$ cat config.mk
export PLATFORM = sky130hd
export DESIGN_NAME = nmea_gga_parser
export DESIGN_NICKNAME = d
export VERILOG_FILES = /design/src/rtl/nmea_gga_parser_pkg.sv /design/src/rtl/gps_stale_timer.sv /design/src/rtl/nmea_gga_parser.sv
export SDC_FILE = /design/constraint.sdc
export NUM_CORES = 1
export LEC_CHECK = 0
export BUFFER_PORTS_ARGS = -buffer_cell sky130_fd_sc_hd__buf_2
export CELL_PAD_IN_SITES_DETAIL_PLACEMENT = 0
export CELL_PAD_IN_SITES_GLOBAL_PLACEMENT = 2
export CORE_ASPECT_RATIO = 0.6
export CORE_MARGIN = 8
export CORE_UTILIZATION = 44
export CTS_CLUSTER_SIZE = 14
export DETAILED_ROUTE_END_ITERATION = 6
export GPL_TIMING_DRIVEN = 0
export HOLD_SLACK_MARGIN = 0.15
export PLACE_DENSITY = 0.94
export SLEW_MARGIN = 20
export SYNTH_ARGS = -nofsm -noshare
export SYNTH_HDL_FRONTEND = slang
export SYNTH_SLANG_ARGS = --single-unit
$ cat constraint.sdc
create_clock -name sclk -period 6.36 [get_ports sclk]
set_clock_uncertainty 0.15 [all_clocks]
set_input_delay 0.636 -clock sclk [delete_from_list [all_inputs] [get_ports sclk]]
set_output_delay 0.636 -clock sclk [all_outputs]
set_load 0.005 [all_outputs]
$ cat src/rtl/nmea_gga_parser_pkg.sv
// nmea_gga_parser_pkg: parser states, ASCII codes, GGA field indices and hex digit decode.
package nmea_gga_parser_pkg;
   typedef enum logic [2:0] {IDLE, HDR, FIELDS, CS_HI, CS_LO, COMMIT} gga_state_t;
   localparam logic [7:0] A_DOLLAR = 8'h24, A_COMMA = 8'h2C, A_STAR = 8'h2A;
   localparam logic [7:0] A_CR = 8'h0D, A_LF = 8'h0A, A_SPACE = 8'h20;
   localparam logic [3:0] F_TIME = 4'd1, F_LAT = 4'd2, F_LATH = 4'd3, F_LON = 4'd4, F_LONH = 4'd5;
   localparam logic [3:0] F_QUAL = 4'd6, F_SATS = 4'd7, F_HDOP = 4'd8, F_ALT = 4'd9, F_GEO = 4'd11;
   // returns {valid, nibble}; accepts upper and lower case hex
   function automatic logic [4:0] hex_nib(input logic [7:0] c);
      return (c >= 8'h30 && c <= 8'h39) ? {1'b1, c[3:0]} :
             ((c >= 8'h41 && c <= 8'h46) || (c >= 8'h61 && c <= 8'h66)) ? {1'b1, c[3:0] + 4'd9} : 5'd0;
   endfunction
endpackage

$ cat src/rtl/gps_stale_timer.sv
// gps_stale_timer: ms prescaler plus saturating ms counter; stale is high until cleared and again after the timeout.
module gps_stale_timer #(
   parameter int SYSCLK_FREQ      = 100_000_000,
   parameter int STALE_TIMEOUT_MS = 2000
) (
   input  logic sclk,
   input  logic rstn,
   input  logic clear,
   output logic stale
);
   localparam int TICK = SYSCLK_FREQ / 1000;
   localparam int PW = $clog2(TICK + 1);
   localparam int CW = $clog2(STALE_TIMEOUT_MS + 1);
   logic [PW-1:0] pre;
   logic [CW-1:0] ms;
   logic tick;
   assign tick = pre == PW'(TICK - 1);
   always_ff @(posedge sclk or negedge rstn)
      if (!rstn) begin
         pre   <= '0;
         ms    <= CW'(STALE_TIMEOUT_MS);
         stale <= 1'b1;
      end else if (clear) begin
         pre   <= '0;
         ms    <= '0;
         stale <= 1'b0;
      end else begin
         pre <= tick ? '0 : pre + PW'(1);
         if (tick && !stale) begin
            ms    <= ms + CW'(1);
            stale <= ms + CW'(1) == CW'(STALE_TIMEOUT_MS);
         end
      end
endmodule

$ cat src/rtl/nmea_gga_parser.sv
// nmea_gga_parser: parses $xxGGA sentences from the UART byte stream and commits checksum-verified fields.
module nmea_gga_parser
   import nmea_gga_parser_pkg::*;
#(
   parameter int SYSCLK_FREQ      = 100_000_000,
   parameter int MAX_SENT_LEN     = 82,
   parameter int STALE_TIMEOUT_MS = 2000
) (
   input  logic             sclk,
   input  logic             rstn,
   input  logic [7:0]       rx_data,
   input  logic             rx_valid,
   output logic [9:0][7:0]  timestamp,
   output logic [9:0][7:0]  latitude,
   output logic [7:0]       lat_hemi,
   output logic [10:0][7:0] longitude,
   output logic [7:0]       lon_hemi,
   output logic [7:0]       quality,
   output logic [7:0]       numSats,
   output logic [3:0][7:0]  hdop,
   output logic [3:0][7:0]  altMSL,
   output logic [3:0][7:0]  geoid,
   output logic             fix_valid,
   output logic             cs_err,
   output logic             frame_err,
   output logic             fix_stale
);
   gga_state_t state;
   logic [7:0] xsum, rx_cs, len;
   logic [3:0] fidx, cidx;
   logic [9:0][7:0] sh_time, sh_lat;
   logic [10:0][7:0] sh_lon;
   logic [7:0] sh_lath, sh_lonh, sh_qual, sh_sats;
   logic [3:0][7:0] sh_hdop, sh_alt, sh_geo;
   logic [4:0] hex;
   logic [11:0] sats_mul;
   logic [7:0] sats_sat;
   logic is_crlf, is_digit, hdr_ok, len_full, commit_ok;
   assign hex       = hex_nib(rx_data);
   assign is_crlf   = rx_data == A_CR || rx_data == A_LF;
   assign is_digit  = rx_data >= 8'h30 && rx_data <= 8'h39;
   assign hdr_ok    = cidx == 4'd1 ? (rx_data == 8'h50 || rx_data == 8'h4E || rx_data == 8'h4C) :
                      cidx == 4'd4 ? rx_data == 8'h41 : rx_data == 8'h47;
   assign len_full  = len + 8'd1 == 8'(MAX_SENT_LEN);
   assign sats_mul  = 12'(sh_sats) * 12'd10 + 12'(rx_data[3:0]);
   assign sats_sat  = sats_mul > 12'd255 ? 8'hFF : sats_mul[7:0];
   assign commit_ok = state == COMMIT && rx_cs == xsum;
   gps_stale_timer #(.SYSCLK_FREQ(SYSCLK_FREQ), .STALE_TIMEOUT_MS(STALE_TIMEOUT_MS)) u_stale (
      .sclk(sclk), .rstn(rstn), .clear(commit_ok), .stale(fix_stale));
   always_ff @(posedge sclk or negedge rstn)
      if (!rstn) begin
         state <= IDLE;
         {xsum, rx_cs, len, fidx, cidx} <= '0;
         {sh_time, sh_lat, sh_lon, sh_lath, sh_lonh, sh_qual, sh_sats, sh_hdop, sh_alt, sh_geo} <= '0;
         {timestamp, latitude, longitude, lat_hemi, lon_hemi, quality, numSats, hdop, altMSL, geoid} <= '0;
         {fix_valid, cs_err, frame_err} <= '0;
      end else begin
         {fix_valid, cs_err, frame_err} <= '0;
         if (state == COMMIT) begin
            state <= IDLE;
            if (commit_ok) begin
               {timestamp, latitude, lat_hemi, longitude, lon_hemi} <= {sh_time, sh_lat, sh_lath, sh_lon, sh_lonh};
               {quality, numSats, hdop, altMSL, geoid} <= {sh_qual, sh_sats, sh_hdop, sh_alt, sh_geo};
               fix_valid <= 1'b1;
            end else
               cs_err <= 1'b1;
         end
         // '$' restarts from any state, including the commit cycle
         if (rx_valid) begin
            if (rx_data == A_DOLLAR) begin
               state <= HDR;
               {xsum, fidx, cidx} <= '0;
               len <= 8'd1;
               {sh_time, sh_lat} <= {20{A_SPACE}};
               sh_lon <= {11{A_SPACE}};
               {sh_lath, sh_lonh, sh_qual} <= {3{A_SPACE}};
               {sh_hdop, sh_alt, sh_geo} <= {12{A_SPACE}};
               sh_sats <= '0;
            end else case (state)
               HDR:
                  if (!hdr_ok) state <= IDLE;
                  else begin
                     xsum <= xsum ^ rx_data;
                     len  <= len + 8'd1;
                     cidx <= cidx == 4'd4 ? 4'd0 : cidx + 4'd1;
                     if (cidx == 4'd4) state <= FIELDS;
                  end
               FIELDS:
                  if (rx_data == A_STAR) state <= CS_HI;
                  else if (is_crlf || len_full || (fidx == F_SATS && rx_data != A_COMMA && !is_digit)) begin
                     state     <= IDLE;
                     frame_err <= 1'b1;
                  end else begin
                     xsum <= xsum ^ rx_data;
                     len  <= len + 8'd1;
                     if (rx_data == A_COMMA) begin
                        fidx <= fidx + 4'(fidx != 4'hF);
                        cidx <= '0;
                     end else begin
                        cidx <= cidx + 4'(cidx != 4'hF);
                        case (fidx)
                           F_TIME: if (cidx < 4'd10) sh_time[4'd9 - cidx] <= rx_data;
                           F_LAT:  if (cidx < 4'd10) sh_lat[4'd9 - cidx] <= rx_data;
                           F_LATH: if (cidx == 4'd0) sh_lath <= rx_data;
                           F_LON:  if (cidx < 4'd11) sh_lon[4'd10 - cidx] <= rx_data;
                           F_LONH: if (cidx == 4'd0) sh_lonh <= rx_data;
                           F_QUAL: if (cidx == 4'd0) sh_qual <= rx_data;
                           F_SATS: sh_sats <= sats_sat;
                           F_HDOP: if (cidx < 4'd4) sh_hdop[2'd3 - cidx[1:0]] <= rx_data;
                           F_ALT:  if (cidx < 4'd4) sh_alt[2'd3 - cidx[1:0]] <= rx_data;
                           F_GEO:  if (cidx < 4'd4) sh_geo[2'd3 - cidx[1:0]] <= rx_data;
                           default: ;
                        endcase
                     end
                  end
               CS_HI, CS_LO: begin
                  if (!hex[4]) begin
                     state     <= IDLE;
                     frame_err <= 1'b1;
                  end else if (state == CS_HI) begin
                     rx_cs[7:4] <= hex[3:0];
                     state      <= CS_LO;
                  end else begin
                     rx_cs[3:0] <= hex[3:0];
                     state      <= COMMIT;
                  end
               end
               default: ;
            endcase
         end
      end
endmodule

==> summary.txt <==
Cell family with the largest share of critical-path delay: buffers and inverters
Layout cells sized above 1: 0.357
Reg-to-reg endpoint: sh_time[13]
Setup repair after global routing missed its margin: no
Postcts setup bufs: 0
Vias in the first global route: 23815
Post-synthesis xor/xnor area fraction: 0.0126
Critical path origin: rx_data[0]
Max FO, Critical Path: 10
Placed insts: 3867
Slew Limit Fails: 0
EDFF count, synth: 0
HPWL Detailed: 78.3 mm
Buffers added on ports: 390
Die area: 85100 sq um
Clk buf depth: 3
Worst VDD drop: 0.178 mV
Boundary Pins: 391
Flops & latches, synth: 819
Nets: 2999
Syn Area/Cell: 13.5 sq um
Sequential share of the synthesized area: 0.615
Yosys warning total: 0
Max-Cap Viols: 0
Final GP Congestion: 0.921
Total GRT Usage: 0.245
Commonest non-fill, non-tap cells in the layout: 812 x dfrtp_1, 452 x mux2_2, 412 x buf_2
Core ar.: 75200 sq um
Ys flop type: dfrtp_1
Resized cells post-CTS: 0
Router iterations before antenna repair: 7
Worst path max stage delay: 750 ps
Hold Violations, Final: 0
Portion of netlist area occupied by mux cells: 0.158
Hold WC Path Type: in2async
Vias per inst: 5.78
# DRC: 0
Leak Pwr: 20.0 nW
Crit start category: input pin
Post-Synth Adder-Cell Area: 0.0158
Antenna-violating nets left: 0
Synth Cell Area: 33300 sq um
Post-Route Utilization: 0.524
Compound-Gate Fraction of Synth Area: 0.113
Cells after synthesis: 2468
Asr flop ratio synth: 1.00
Share of the synthesized area in the top cell type: 0.610
CTS Root Cell: clkbuf_16
Commonest non-fill, non-tap cell in the layout: dfrtp_1
Via Count: 23165
Largest family of logic cells by synthesized area: multiplexers
# diodes: 0
Worst slew margin: 0.188
CP cell instances: buf_2 -> clkbuf_1 -> inv_1 -> ha_1 -> nand4b_1 -> nor3_2 -> nand2_1 -> clkbuf_1 -> buf_1 -> nand2_1 -> clkbuf_1 -> o2bb2ai_1
Post-layout min period: 5050 ps
Setup ws final: 1310 ps
Initial Utilization: 0.443
CP Class: in2reg
CTS Buf Count: 77
Worst path bufs/invs: 6
Chip height: 229 um
Final setup viols: 0
Outcome: finished, final reports clean
Most area-hungry cell type in the Yosys netlist: dfrtp_1
Largest cells by area after synthesis: dfrtp_1 61%, mux2_2 15%, o2bb2ai_1 3.6%
Clock slew at reported path FFs: 60 ps
Tcrit/Tclk final: 0.794
Syn_nets: 2520
Fin cells: 4005
Slew @ Worst Pin: 1220 ps
Tot Pwr: 11.7 mW
Clock sink total: 819
WP data arrival: 5450 ps
Largest net degree at the start of global routing: 104
Initial drt markers: 1931
RR Startpoint: cidx[2]
H-tree levels: 3
Grt ovf: 0
Dpl ws: 774 ps
First-pass GRT wire length: 159 mm
Element type at the critical path end: flop
Worst skew pair latency: 660 ps
Row count: 78
Final WL: 106 mm
Cell count along the critical path: 12
Critical Path Slowest Stage Cell: clkbuf_1
CTS tree: built
Die width: 371 um
Power per standard cell area: 298 nW/um^2
R2R depth: 10
Simple logic cell fraction of the synthesized area: 0.0654
Yosys cell types: 83
Fmax: 198 MHz
P&R area growth vs syn: 18.3%
Worst R2R Setup Slack: 1750 ps
Initial antenna violation count: 7
Cell mode on critical path: clkbuf_1
Worst EP required: 6760 ps
Wire per inst: 26.5 um
==> logic make-up (layout without fill, tap and decap cells) <==
logic type | Yosys count | in the layout
AND/OR/NAND/NOR | 455 | 455
adder cells (fa/ha/maj) | 41 | 41
flip-flops | 819 | 819
XOR/XNOR | 48 | 48
buffers and inverters | 162 | 699
multiplexers | 469 | 469
AO/OA/AOI/OAI | 474 | 474
==> worst reg2reg max path: stages (launching register included) <==
cell and delay [ps]:
dfrtp_1 510, buf_1 480, inv_1 140, ha_1 250, xnor2_1 830, nor2b_1 660
and2_1 210, clkbuf_1 370, and3_1 300, o21ai_1 240, mux2_2 360
==> area by class of cell <==
cell class                      instances  area (sq um)
Clock inverter                         26           349
Fill cell                            6405         35800
Inverter                               20          75.1
Sequential cell                       819         20500
Multi-Input combinational cell       1487         12200
Timing Repair Buffer                  400          2220
Clock buffer                          111          2260
Buffer                                142           581
Tap cell                             1000          1250
==> routing by layer <==
metal,global-route usage,vias up,part of all wire
met5,0.00757,-,0.00077
met4,0.0603,2,0.023
met3,0.0676,160,0.083
met2,0.364,872,0.44
met1,0.354,12115,0.45
li1,-,10016,-
==> through the flow <==
step	area, sq um	hold slack [ps]	TNS (ps)
after floorplan	33300	190	0
after global placement	36500	307	-9663370
final	39400	271	0
after global routing	39400	271	0
after detailed placement	36800	318	0
after CTS	39400	239	0
==> state kept, by name (all words and copies together) (netlist names), 32 cells and up <==
name / flops
altMSL: 32
geoid: 32
hdop: 32
latitude: 80
longitude: 88
sh_alt: 32
sh_geo: 32
sh_hdop: 32
sh_lat: 80
sh_lon: 88
sh_time: 80
timestamp: 80
==> timing repair <==
| action | CTS | global route |
|---|---|---|
| hold buffers | 1 | 0 |
| endpoints found under the hold margin | 201 | 0 |
| setup endpoints to repair | 0 | 0 |
==> worst max path at each step <==
stage	slack [ps]	endpoint
floorplan	2930	sh_hdop[29]
global placement	-12000	longitude[73]
detailed placement	770	sh_lat[57]
CTS	1470	sh_lat[57]
global route	1090	sh_time[17]
finish	1310	sh_lat[57]
==> cell usage after synthesis, types with 9 or more instances <==
cell,instances
a22o_1,61
o21ai_0,58
nand2_1,168
clkbuf_1,105
nand4_1,17
a21oi_2,9
xor2_1,26
ha_1,39
and3_1,23
nor2_1,109
inv_1,20
o2bb2ai_1,137
o21ai_2,14
mux2i_1,11
buf_1,9
a21oi_1,47
a31oi_1,20
a21o_1,16
a32o_1,47
nand3_1,31
buf_2,23
nor4_1,10
nor3_1,25
dfrtp_1,812
and2_1,16
mux2_2,452
xnor2_1,22
==> power breakdown <==
part | internal (mW) | leakage, nW | switching (mW)
Combinational | 0.393 | 7.40 | 1.10
Sequential | 5.35 | 11.4 | 0.146
Clock | 2.69 | 1.27 | 2.06
Total | 8.44 | 20.0 | 3.31
No activity file was read; power rests on OpenSTA's default activity.
